--- src/rtl/sb_pkg.sv ---
// ============================================================================
// Module : sb_pkg
// Brief  : Shared flit encodings, nibble field positions and scheduler state.
// Rev    : 1.0  initial release
// ============================================================================
`default_nettype none

package sb_pkg;

   localparam int c_PORTS = 4;

   localparam int c_TYPE_MSB = 3;
   localparam int c_TYPE_LSB = 2;
   localparam int c_DEST_MSB = 1;
   localparam int c_DEST_LSB = 0;

   localparam logic [1:0] c_FLIT_HEADER  = 2'b11;
   localparam logic [1:0] c_FLIT_PAYLOAD = 2'b10;
   localparam logic [1:0] c_FLIT_TAIL    = 2'b01;
   localparam logic [1:0] c_FLIT_NULL    = 2'b00;

   typedef enum logic {
      ST_IDLE   = 1'b0,
      ST_ACTIVE = 1'b1
   } sched_state_e;

   function automatic logic [1:0] flit_type(input logic [3:0] nib);
      return nib[c_TYPE_MSB:c_TYPE_LSB];
   endfunction

   function automatic logic [1:0] flit_dest(input logic [3:0] nib);
      return nib[c_DEST_MSB:c_DEST_LSB];
   endfunction

endpackage

`default_nettype wire

--- src/rtl/rr_arbiter.sv ---
// ============================================================================
// Module : rr_arbiter
// Brief  : Combinational wrapping priority search starting at rr_ptr.
// Rev    : 1.0  initial release
// ============================================================================
`default_nettype none

module rr_arbiter
   import sb_pkg::*;
#(
   parameter int PORTS = c_PORTS
) (
   input  logic [PORTS-1:0]         req,
   input  logic [$clog2(PORTS)-1:0] rr_ptr,
   output logic [PORTS-1:0]         gnt
);

   localparam int AW = $clog2(PORTS);
   localparam logic [AW:0] c_PORTS_W = (AW+1)'(PORTS);

   logic [AW:0] w_idx;
   logic        w_found;

   // Walk PORTS candidates from rr_ptr, folding the index back below PORTS.
   always_comb begin
      gnt     = '0;
      w_found = 1'b0;
      w_idx   = '0;
      for (int i = 0; i < PORTS; i++) begin
         w_idx = {1'b0, rr_ptr} + (AW+1)'(i);
         if (w_idx >= c_PORTS_W) begin
            w_idx = w_idx - c_PORTS_W;
         end
         if (!w_found && req[w_idx[AW-1:0]]) begin
            gnt[w_idx[AW-1:0]] = 1'b1;
            w_found            = 1'b1;
         end
      end
   end

endmodule

`default_nettype wire

--- src/rtl/rr_port_scheduler.sv ---
// ============================================================================
// Module : rr_port_scheduler
// Brief  : Credit-gated round-robin packet scheduler for one crossbar output.
// Rev    : 1.0  initial release
// ============================================================================
`default_nettype none

module rr_port_scheduler
   import sb_pkg::*;
#(
   parameter int PORTS   = c_PORTS,
   parameter int CREDITS = 4
) (
   input  logic                           clk,
   input  logic                           rst_n,
   input  logic [$clog2(PORTS)-1:0]       r_adr,
   input  logic [PORTS-1:0][3:0]          in_ch_hdr_msn,
   input  logic                           credit_in,
   output logic [PORTS-1:0]               sel,
   output logic                           shift,
   output logic [PORTS-1:0]               pop,
   output logic                           busy,
   output logic [$clog2(CREDITS+1)-1:0]   credit_cnt,
   output logic                           err
);

   localparam int AW  = $clog2(PORTS);
   localparam int CW  = (AW > 2) ? AW : 2;
   localparam int CCW = $clog2(CREDITS+1);
   localparam logic [CCW-1:0] c_CREDIT_MAX = CCW'(CREDITS);
   localparam logic [AW-1:0]  c_LAST_PORT  = AW'(PORTS-1);

   sched_state_e   r_state;
   logic [AW-1:0]  r_owner;
   logic [AW-1:0]  r_rr_ptr;
   logic [CCW-1:0] r_credit_cnt;
   logic           r_err;

   logic [PORTS-1:0] w_req;
   logic [PORTS-1:0] w_gnt;
   logic [PORTS-1:0] w_owner_oh;
   logic [AW-1:0]    w_win_idx;
   logic [AW-1:0]    w_next_ptr;
   logic [1:0]       w_own_type;
   logic             w_credit_ok;
   logic [PORTS-1:0] w_sel;
   logic             w_shift;
   logic             w_hdr_err;
   logic             w_tail_done;

   generate
      for (genvar g = 0; g < PORTS; g++) begin : g_req
         assign w_req[g] = (flit_type(in_ch_hdr_msn[g]) == c_FLIT_HEADER) &&
                           (CW'(flit_dest(in_ch_hdr_msn[g])) == CW'(r_adr));
      end
   endgenerate

   rr_arbiter #(
      .PORTS (PORTS)
   ) u_arb (
      .req    (w_req),
      .rr_ptr (r_rr_ptr),
      .gnt    (w_gnt)
   );

   always_comb begin
      w_win_idx = '0;
      for (int i = 0; i < PORTS; i++) begin
         if (w_gnt[i]) begin
            w_win_idx = AW'(i);
         end
      end
   end

   assign w_owner_oh  = PORTS'(1) << r_owner;
   assign w_own_type  = flit_type(in_ch_hdr_msn[r_owner]);
   assign w_credit_ok = (r_credit_cnt != '0);
   assign w_next_ptr  = (r_owner == c_LAST_PORT) ? '0 : r_owner + AW'(1);

   // Grant decision is combinational so a header reaches the output in its own cycle.
   always_comb begin
      w_sel       = '0;
      w_shift     = 1'b0;
      w_hdr_err   = 1'b0;
      w_tail_done = 1'b0;
      case (r_state)
         ST_IDLE: begin
            if ((|w_req) && w_credit_ok) begin
               w_sel   = w_gnt;
               w_shift = 1'b1;
            end
         end
         ST_ACTIVE: begin
            if (w_own_type == c_FLIT_HEADER) begin
               w_hdr_err = 1'b1;
            end else if (((w_own_type == c_FLIT_PAYLOAD) || (w_own_type == c_FLIT_TAIL))
                         && w_credit_ok) begin
               w_sel       = w_owner_oh;
               w_shift     = 1'b1;
               w_tail_done = (w_own_type == c_FLIT_TAIL);
            end
         end
         default: ;
      endcase
      if (!rst_n) begin
         w_sel   = '0;
         w_shift = 1'b0;
      end
   end

   always_ff @(posedge clk) begin
      if (!rst_n) begin
         r_state      <= ST_IDLE;
         r_owner      <= '0;
         r_rr_ptr     <= '0;
         r_credit_cnt <= c_CREDIT_MAX;
         r_err        <= 1'b0;
      end else begin
         case (r_state)
            ST_IDLE: begin
               if (w_shift) begin
                  r_owner <= w_win_idx;
                  r_state <= ST_ACTIVE;
               end
            end
            ST_ACTIVE: begin
               if (w_tail_done) begin
                  r_state  <= ST_IDLE;
                  r_rr_ptr <= w_next_ptr;
               end
            end
            default: r_state <= ST_IDLE;
         endcase

         if (w_hdr_err) begin
            r_err <= 1'b1;
         end

         // Simultaneous shift and credit return cancel out.
         if (w_shift && !credit_in) begin
            r_credit_cnt <= r_credit_cnt - CCW'(1);
         end else if (!w_shift && credit_in) begin
            if (r_credit_cnt == c_CREDIT_MAX) begin
               r_err <= 1'b1;
            end else begin
               r_credit_cnt <= r_credit_cnt + CCW'(1);
            end
         end
      end
   end

   assign sel        = w_sel;
   assign pop        = w_sel;
   assign shift      = w_shift;
   assign busy       = (r_state == ST_ACTIVE);
   assign credit_cnt = r_credit_cnt;
   assign err        = r_err;

endmodule

`default_nettype wire

--- config.mk ---
export PLATFORM = sky130hd
export DESIGN_NAME = rr_port_scheduler
export DESIGN_NICKNAME = d
export VERILOG_FILES = /design/src/rtl/sb_pkg.sv /design/src/rtl/rr_arbiter.sv /design/src/rtl/rr_port_scheduler.sv
export SDC_FILE = /design/constraint.sdc
export NUM_CORES = 1
export LEC_CHECK = 0
export ABC_AREA = 1
export BUFFER_PORTS_ARGS = -buffer_cell sky130_fd_sc_hd__buf_2
export CORE_UTILIZATION = 48
export DETAILED_ROUTE_END_ITERATION = 6
export MAX_ROUTING_LAYER = met4
export PLACE_DENSITY = 0.88
export SYNTH_ARGS = -nofsm -noshare
export SYNTH_HDL_FRONTEND = slang
export SYNTH_HIERARCHICAL = 1
export SYNTH_SLANG_ARGS = --single-unit
--- constraint.sdc ---
create_clock -name clk -period 2.75 [get_ports clk]
set_input_delay 0.55 -clock clk [delete_from_list [all_inputs] [get_ports clk]]
set_output_delay 0.55 -clock clk [all_outputs]
set_load 0.02 [all_outputs]
==> impl_metrics.toml <==
[critical_path]
critPathRequiredTime_ns = 2.20
reg2reg_depth = 17
rrSetupSlack_ns = 0.04
worstReg2RegStart = "r_owner[0]$_SDFFE_PN0P_"
arrival_ns = 2.25
critical_path_class = "reg -> out"
cp-start-kind = "register"
rr_endpoint = "credit_cnt[2]$_SDFFE_PN1P_"
critPathCaptureType = "output pin"
crit_fanout = 6

[finish]
area_growth_pct = 37.44
stdcell_count = 291
drive_above_1_share_pct = 41.38
n_fill_cell = 204
nets = 298
stdcell_area_um2 = 1800
finish.utilization_pct = 71.38
diodes = 0

[cts]
clkSinkCount = 9
cts_buffers = 3
root_buffer = "clkbuf_4"
cts_hold_buf = 0
cts_tree = "built"
clk_path_buf_depth = 2
path_clk_slew_ns = 0.06
h-tree-depth = 1
clock_latency_ns = 0.26

[synth]
synth_top_cell_by_area = "nand2_1"
netlist_top_cells_area = "nand2_1 17%, dfxtp_1 14%, ha_1 13%"
synth_commonest_cells = "58 x nand2_1, 33 x nand3_1, 28 x inv_1, 17 x nor2_1, 14 x ha_1"
synthesis.nets = 252
yosys_warnings = 6
synth.avg_cell_area_um2 = 6.065
yosysTopAreaCellShare_pct = 16.62
netlist_area_um2 = 1310
ys_async_sr_fraction_pct = 0
synth-seq-area-share_pct = 13.75
synth_edf_count = 0
synth_flop_cell = "dfxtp_1"
synth-seq-cells = 9
synth_most_common_cell = "nand2_1"
synth.distinct_cells = 27
postSynthCellCount = 216

[die]
io_pins = 35
dieArea_um2 = 2942
die_y_um = 54.24
core_um2 = 2522
initial_core_util_pct = 51.93
fp-row-count = 18
die_width_um = 54.24

[worst_hold_path]
hold_depth = 1
hold_start = "credit_cnt[0]$_SDFFE_PN0P_"
holdCritPathClass = "reg -> reg"
worstHoldEndpoint = "credit_cnt[0]$_SDFFE_PN0P_"

[sta]
fmax_ghz = 0.3576
fin_crit_sh_pct = 101.7
fin_skew_ns = 0.002993
setup_ws_ns = -0.04624
slew-limit-headroom_pct = 73.11
hold_violations = 0
rsz0062_at_grt = "true"
fin_crit_ns = 2.796
finalSetupViolCount = 6
worst_pin_slew_ns = 0.4028
slew_viol_final = 0

[pwr]
leakagePower_nw = 0.9276
p_int_mw = 0.3602
peakVddDrop_v = 0.0004824
p_sw_mw = 0.3119
p_seq_share_pct = 26.0
power_density_nw_per_um2 = 373.3
swShare_pct = 46.41
clockPowerShare_pct = 15.6
p_comb_share_pct = 58.4

[global_routing]
track_usage_pct = 25.30
grt_pass1_vias = 1350
grt_pass1_wl_um = 5354
antenna_found_initial = 0
grt_max_degree = 12
grt_overflow = 0

[run_status]
status = "complete, but fails checks"
failed_checks = "setup timing"

[routing]
route.final.wire_length_um = 3794
vias = 1536
route.detailed.drc = 0
dr.pass1.iters = 5
wl_per_cell_um = 13.04
drtIter0Drc = 59
antenna_left = 0
viasPerCell = 5.278

[placement]
placed_cell_area_um2 = 1558
hpwl_um = 2442
gp_congestion = 0.8692
port_buffers = 34
placed_cells = 285

[flow_run]
maxCapViolCount = 0
==> power groups by stage <==
stage / clock network, mW / logic (mW) / registers, mW
after floorplan: 0 / 0.203 / 0.188
after global routing: 0.114 / 0.427 / 0.176
after detailed placement: 0 / 0.313 / 0.174
after global placement: 0 / 0.306 / 0.174
after CTS: 0.105 / 0.343 / 0.173
final: 0.105 / 0.392 / 0.175
==> state kept, by name, indices dropped and copies added (netlist names) <==
signal and count:
credit_cnt 3, r_owner 2, r_rr_ptr 2, busy 1, err 1
==> cell families (layout without fill, tap and decap cells) <==
group	count (synthesis)	count (layout)	synth area share [%]
buffers and inverters	43	88	14.90
adders and majority gates	15	15	14.90
AOI/OAI and AO/OA	18	18	7.641
and+or+nand+nor	131	131	48.81
DFF	9	9	13.75
==> worst max-delay path: stages, from the launching register on <==
cell and delay [ns]:
dfxtp_4 0.38, inv_4 0.08, buf_4 0.11, nor2_1 0.04, o22ai_2 0.25, ha_4 0.25, nor2_4 0.09, nand2_2 0.07
a21oi_2 0.18, nand2_4 0.13, nor3_4 0.25, buf_6 0.15
==> through the flow <==
step           power, mW   TNS, ns  hold WS, ns  worst slack, ns
3_5_place_dp      0.4874   -0.4277       0.4955          -0.1457
4_1_cts           0.6206         0       0.5112          0.01871
5_1_grt           0.7175    -1.038       0.5314          -0.1342
6_report          0.6721   -0.2255       0.5110         -0.04624
3_3_place_gp      0.4804  -0.02824       0.4782         -0.02824
2_1_floorplan     0.3911         0       0.5307          0.02349
==> cells in the final DEF (no fill, tap or decap), types with 4 or more instances in the layout <==
master and count:
ha_1 11, nor2_1 16, nand3_2 8, dfxtp_1 7, nand3_1 27, inv_1 25, o21ai_1 4, buf_4 14
nand2_2 12, nand2_1 50, buf_6 8, inv_4 4, nor2_4 5, a21oi_1 7, inv_2 9, buf_2 24
==> layer usage <==
layer	vias up	GRT usage, %	part of all wire, %
li1	773	-	-
met1	700	30.90	44
met2	59	43.09	51
met3	4	3.333	4.3
met4	0	7.265	0.71
met5	-	-	0
==> layout make-up <==
type                            count  area (µm²)  area share (%)
Multi-Input combinational cell    164        1084           60.18
Clock buffer                        4       26.28           1.459
Sequential cell                     9       185.2           10.28
Inverter                           38       152.6           8.478
Timing Repair Buffer               46       315.3           17.51
Tap cell                           30       37.54           2.085
==> what timing repair did <==
item,CTS,global route
pin swaps,5,13
endpoints found under the setup margin,8,12
setup buffers,1,2
resized for setup,21,34
==> how the worst max path moves through the flow <==
stage	depth (start not counted)	start	to
finish	11	r_owner[0]$_SDFFE_PN0P_	sel[0]
global route	11	r_owner[0]$_SDFFE_PN0P_	sel[1]
CTS	16	r_adr[0]	pop[2]
detailed placement	17	in_ch_hdr_msn[3]	credit_cnt[2]$_SDFFE_PN1P_
global placement	17	in_ch_hdr_msn[3]	credit_cnt[2]$_SDFFE_PN1P_
floorplan	12	r_rr_ptr[0]$_SDFFE_PN0P_	sel[1]
No activity file was read; power rests on OpenSTA's default activity.
